**src/rtl/instr_mem_loader.sv**
```systemverilog
// Boot-time instruction memory loader: decodes a 4-word header from a 16-bit stream,
// writes the payload through a registered write port and holds the CPU in reset until done.
module instr_mem_loader #(
    parameter int unsigned ADDR_WIDTH = 20
) (
    input  logic        clk,
    input  logic        reset,
    input  logic        inValid,
    input  logic [15:0] inData,
    output logic        inReady,
    output logic        memWrite,
    output logic [31:0] memAddr,
    output logic [15:0] memData,
    output logic        cpuReset,
    output logic [31:0] bootPc,
    output logic        done,
    output logic        err
);
    localparam int unsigned WORD_W = 16;
    localparam int unsigned PTR_W  = 32;

    typedef enum logic [2:0] {
        S_AH   = 3'd0,
        S_AL   = 3'd1,
        S_CH   = 3'd2,
        S_CL   = 3'd3,
        S_DATA = 3'd4,
        S_DONE = 3'd5
    } state_e;

    state_e              state_q, state_d;
    logic [PTR_W-1:0]    boot_pc_q, boot_pc_d;
    logic [WORD_W-1:0]   cnt_hi_q, cnt_hi_d;
    logic [PTR_W-1:0]    wr_addr_q, wr_addr_d;
    logic [PTR_W-1:0]    remaining_q, remaining_d;
    logic                mem_write_q, mem_write_d;
    logic [PTR_W-1:0]    mem_addr_q, mem_addr_d;
    logic [WORD_W-1:0]   mem_data_q, mem_data_d;
    logic                in_ready_q, in_ready_d;
    logic                cpu_reset_q, cpu_reset_d;
    logic                done_q, done_d;
    logic                err_q, err_d;

    logic                hs_c;
    logic                out_of_range_c;
    logic [PTR_W-1:0]    count_c;

    assign hs_c           = inValid && in_ready_q;
    // Any bit set at or above ADDR_WIDTH means the target lies outside the memory.
    assign out_of_range_c = (wr_addr_q >> ADDR_WIDTH) != PTR_W'(0);
    assign count_c        = {cnt_hi_q, inData};

    always_comb begin
        state_d     = state_q;
        boot_pc_d   = boot_pc_q;
        cnt_hi_d    = cnt_hi_q;
        wr_addr_d   = wr_addr_q;
        remaining_d = remaining_q;
        mem_write_d = 1'b0;
        mem_addr_d  = mem_addr_q;
        mem_data_d  = mem_data_q;
        err_d       = err_q;

        case (state_q)
            S_AH: if (hs_c) begin
                boot_pc_d = {inData, boot_pc_q[WORD_W-1:0]};
                state_d   = S_AL;
            end
            S_AL: if (hs_c) begin
                boot_pc_d = {boot_pc_q[PTR_W-1:WORD_W], inData};
                state_d   = S_CH;
            end
            S_CH: if (hs_c) begin
                cnt_hi_d = inData;
                state_d  = S_CL;
            end
            S_CL: if (hs_c) begin
                if (count_c == PTR_W'(0)) begin
                    state_d = S_DONE;
                end else begin
                    wr_addr_d   = boot_pc_q;
                    remaining_d = count_c;
                    state_d     = S_DATA;
                end
            end
            S_DATA: if (hs_c) begin
                mem_data_d = inData;
                mem_addr_d = wr_addr_q;
                // Out-of-range words are consumed but never strobed.
                if (out_of_range_c) begin
                    err_d = 1'b1;
                end else begin
                    mem_write_d = 1'b1;
                end
                wr_addr_d   = wr_addr_q + PTR_W'(1);
                remaining_d = remaining_q - PTR_W'(1);
                if (remaining_q == PTR_W'(1)) begin
                    state_d = S_DONE;
                end
            end
            S_DONE: state_d = S_DONE;
            default: state_d = S_AH;
        endcase

        in_ready_d  = (state_d != S_DONE);
        cpu_reset_d = (state_d != S_DONE);
        done_d      = (state_d == S_DONE);
    end

    always_ff @(posedge clk) begin
        if (reset) begin
            state_q     <= S_AH;
            boot_pc_q   <= '0;
            cnt_hi_q    <= '0;
            wr_addr_q   <= '0;
            remaining_q <= '0;
            mem_write_q <= 1'b0;
            mem_addr_q  <= '0;
            mem_data_q  <= '0;
            in_ready_q  <= 1'b1;
            cpu_reset_q <= 1'b1;
            done_q      <= 1'b0;
            err_q       <= 1'b0;
        end else begin
            state_q     <= state_d;
            boot_pc_q   <= boot_pc_d;
            cnt_hi_q    <= cnt_hi_d;
            wr_addr_q   <= wr_addr_d;
            remaining_q <= remaining_d;
            mem_write_q <= mem_write_d;
            mem_addr_q  <= mem_addr_d;
            mem_data_q  <= mem_data_d;
            in_ready_q  <= in_ready_d;
            cpu_reset_q <= cpu_reset_d;
            done_q      <= done_d;
            err_q       <= err_d;
        end
    end

    assign inReady  = in_ready_q;
    assign memWrite = mem_write_q;
    assign memAddr  = mem_addr_q;
    assign memData  = mem_data_q;
    assign cpuReset = cpu_reset_q;
    assign bootPc   = boot_pc_q;
    assign done     = done_q;
    assign err      = err_q;
endmodule

```
**config.mk**
```make
export PLATFORM = sky130hd
export DESIGN_NAME = instr_mem_loader
export DESIGN_NICKNAME = d
export VERILOG_FILES = /design/src/rtl/instr_mem_loader.sv
export SDC_FILE = /design/constraint.sdc
export NUM_CORES = 1
export LEC_CHECK = 0
export BUFFER_PORTS_ARGS = -buffer_cell sky130_fd_sc_hd__buf_2
export CAP_MARGIN = 20
export CELL_PAD_IN_SITES_DETAIL_PLACEMENT = 0
export CELL_PAD_IN_SITES_GLOBAL_PLACEMENT = 1
export CORE_UTILIZATION = 35
export DETAILED_ROUTE_END_ITERATION = 8
export HOLD_SLACK_MARGIN = 0.06
export PLACE_DENSITY_LB_ADDON = 0.1
export RECOVER_POWER = 25
export SLEW_MARGIN = 20
export SYNTH_ARGS = -nofsm -noshare
export SYNTH_HDL_FRONTEND = slang
export SYNTH_SLANG_ARGS = --single-unit
```
**constraint.sdc**
```tcl
create_clock -name clk -period 2.6 [get_ports clk]
set_clock_uncertainty 0.15 [all_clocks]
set_input_delay 0.65 -clock clk [delete_from_list [all_inputs] [get_ports clk]]
set_output_delay 0.65 -clock clk [all_outputs]
set_load 0.05 [all_outputs]
```
==> flow_summary_export.csv <==
group,metric,value,unit
critical_path,crit_chain,"or4_1, or4_1, or4_4, a221oi_2, a311o_1",
drt,viasPerCell,5.78,
power_and_ir_drop,p_switching,1.77,mW
timing,slew_violations,0,
power_and_ir_drop,internal-power,4.25,mW
clock_network,clkTransAtPathRegs,0.07,ns
synthesis,synth_area_leaders,"dfxtp_1 42%, nand2_1 11%, a21oi_1 9.6%, o32ai_1 4.3%, clkbuf_1 4.0%",
critical_path,crit_path_top_delay_cell,"or4_1",
clock_network,clock-sinks,167,
timing,grt_setup_unrepaired,"false",
synthesis,synth_adder_area_share,0.468,%
global_routing,antenna_found_initial,1,
global_routing,grt_pass1_wl,47100,um
power_and_ir_drop,combinationalPowerShare,11.6,%
placement,dp_hpwl,20100,um
timing,worst_slew_pin_slew,0.684,ns
power_and_ir_drop,ir_worst_vdd,0.330,mV
global_routing,grt_pass1_vias,7894,
synthesis,synth_seq_cells,167,
global_routing,grt_use_total,25.6,%
drt,drt_wl_total,29800,um
layout,area_growth,23.9,%
synthesis,synthMuxAreaShare,2.39,%
timing,relSlewSlack,54.6,%
layout,final_cell_mix,"229 x nand2_1, 167 x dfxtp_1, 154 x a21oi_1, 77 x buf_4, 61 x nor2_1",
synthesis,synth_area_leader_cell,"dfxtp_1",
timing,hold_violations,0,
placement,placed_area,9410,um^2
timing,finalSetupTns,0,ns
clock_network,clockBufferDepth,2,
synthesis,synth_xor_area_share,0.109,%
power_and_ir_drop,leakage,3.60,nW
synthesis,synth_top_family_by_area,"simple AND/OR/NAND/NOR gates",
synthesis,synth_compound_area_share,24.0,%
synthesis,syn_area_per_cell,7.66,um^2
outcome,status,"completed",
critical_path,cp_top_family,"simple AND/OR/NAND/NOR gates",
floorplan,num_rows,55,
timing,final.min_clock_period,2.50,ns
min_path,hp-class,"reg -> reg",
global_routing,grt_max_degree,91,
floorplan,core,22600,um^2
clock_network,h-tree-depth,4,
placement,place_congestion,0.820,
floorplan,start_util,35.5,%
synthesis,synth_edf_count,0,
timing,setup_viol,0,
critical_path,start_kind,"register",
placement,dp_cells,1426,
timing,min_period_over_period,96.1,%
layout,layout.nets,1182,
floorplan,dieHeight,153,um
critical_path,endpoint_kind,"register",
drt,via_count,8440,
clock_network,cts_tree,"built",
critical_path,required,2.82,ns
placement,port-buffer-count,103,
synthesis,yosysWarnings,0,
synthesis,synthArstFlopShare,0,%
synthesis,synth_area,8020,um^2
timing,maxClockFrequency,400,MHz
synthesis,synthCells,1047,
critical_path,cp_max_fo,4,
clock_network,cts_setup_buffers,0,
drt,drc_errors,0,
clock_network,postCtsHoldBufs,0,
critical_path,arrival,2.72,ns
floorplan,die_w,153,um
timing,setup_ws,0.102,ns
drt,ant_nets,0,
clock_network,cts_resized,0,
clock_network,cts-root-buf,"clkbuf_16",
layout,layoutNonFillerInstCount,1459,
power_and_ir_drop,power,6.02,mW
power_and_ir_drop,power_density,606,nW/um^2
critical_path,worst-path-buf-inv,0,
critical_path,critical_path_class,"reg -> reg",
drt,post_drt_wl_per_cell,20.4,um
layout,stdcell_area,9930,um^2
clock_network,cts-buffers-inserted,17,
layout,fill_cells,2404,
power_and_ir_drop,pwr-share-seq,44.1,%
synthesis,yosys_most_used_dff,"dfxtp_1",
synthesis,synth_top_area_share,41.7,%
synthesis,seq_area_frac_synth,41.7,%
run,maxCapViolations,0,
clock_network,clock_latency,0.44,ns
layout,drive_above_1_share,17.1,%
synthesis,synthDistinctLibCells,61,
layout,layout_commonest_cell,"nand2_1",
drt,drt-initial-drc-count,567,
drt,first_pass_iters,5,
placement,place_ws,0.0411,ns
global_routing,grt_overflow,0,
power_and_ir_drop,swShare,29.3,%
synthesis,synth_fp_nets,1069,
critical_path,crit_top_cell,"or4_1",
floorplan,die_area,23500,um^2
power_and_ir_drop,clkPwrFrac,44.3,%
synthesis,yosys.area_share.simple,26.3,%
floorplan,io-pin-count,104,
critical_path,critPathMaxStageDelay,0.57,ns
## synthesized netlist by cell type, drive strengths merged (7+ instances only)
cell / n
o32ai: 39
buf: 13
a22oi: 17
nor4: 28
a31oi: 11
and3: 9
a21oi: 154
or4: 9
clkbuf: 86
nand3: 43
dfxtp: 167
nor2: 63
nand2: 230
mux2i: 18
a32oi: 9
o22ai: 7
o21ai: 8
nor3: 25
nand4: 20
a221oi: 7
## state kept, by name, summed over array words and instances, names as in the netlist
name and flops:
done 1, remaining_q 32, memAddr 32, bootPc 32, err 1, cpuReset 1, wr_addr_q 32, cnt_hi_q 16
memWrite 1, memData 16, state_q 3
## logic make-up after synthesis
| kind of cell | count (synthesis) |
|---|---|
| AOI/OAI and AO/OA | 295 |
| xor gates and xnor gates | 1 |
| adders and majority gates | 3 |
| buffers and inverters | 105 |
| DFF | 167 |
| muxes | 19 |
| and+or+nand+nor | 457 |
## final timing paths
kind                                startpoint              end  slack [ns]  cells after the start
worst max-delay path            remaining_q[1]  remaining_q[31]        0.10                      5
worst min-delay path                memAddr[2]       memAddr[2]        0.30                      2
worst max register to register  remaining_q[1]  remaining_q[31]        0.10                      5
worst min register to register      memAddr[2]       memAddr[2]        0.30                      2
## worst min-delay path, delay by kind of cell, from the launching register on
kind / cells / cell delay (ns)
AO/OA/AOI/OAI: 1 / 0.05
flip-flops: 1 / 0.31
AND/OR/NAND/NOR: 1 / 0.05
## routing by layer
| metal | global-route usage, % | part of all wire, % | vias up |
|---|---|---|---|
| met5 | 0 | 0 | - |
| met4 | 7.19 | 1.4 | 0 |
| met3 | 5.56 | 6.2 | 27 |
| met2 | 38.5 | 44 | 253 |
| met1 | 36.4 | 48 | 4092 |
| li1 | - | - | 4068 |
## layout make-up
| class | count | area (um^2) | area share, % |
|---|---|---|---|
| multi-input combinational | 775 | 4330 | 43.5 |
| sequential | 167 | 3340 | 33.7 |
| tap | 285 | 357 | 3.59 |
| clock inverter | 13 | 153 | 1.54 |
| timing repair buffer | 193 | 1280 | 12.9 |
| inverter | 6 | 22.5 | 0.227 |
| antenna | 1 | 2.50 | 0.0252 |
| clock buffer | 19 | 453 | 4.56 |
## power by group through the flow
stage                     logic [mW]  clock network (mW)  registers, mW
after CTS                      0.697                2.71           2.65
after global routing           0.751                2.83           2.66
after floorplan                0.318                   0           2.80
after detailed placement       0.694                   0           2.71
after global placement         0.695                   0           2.71
final                          0.699                2.66           2.66
## through the flow
stage | util [%] | hold slack (ns)
floorplan | - | 0.289
global placement | 41.7 | 0.290
detailed placement | 41.7 | 0.293
CTS | 44.4 | 0.303
global route | 44.0 | 0.321
finish | 44.0 | 0.305
Power figures use the tool's default switching activity.
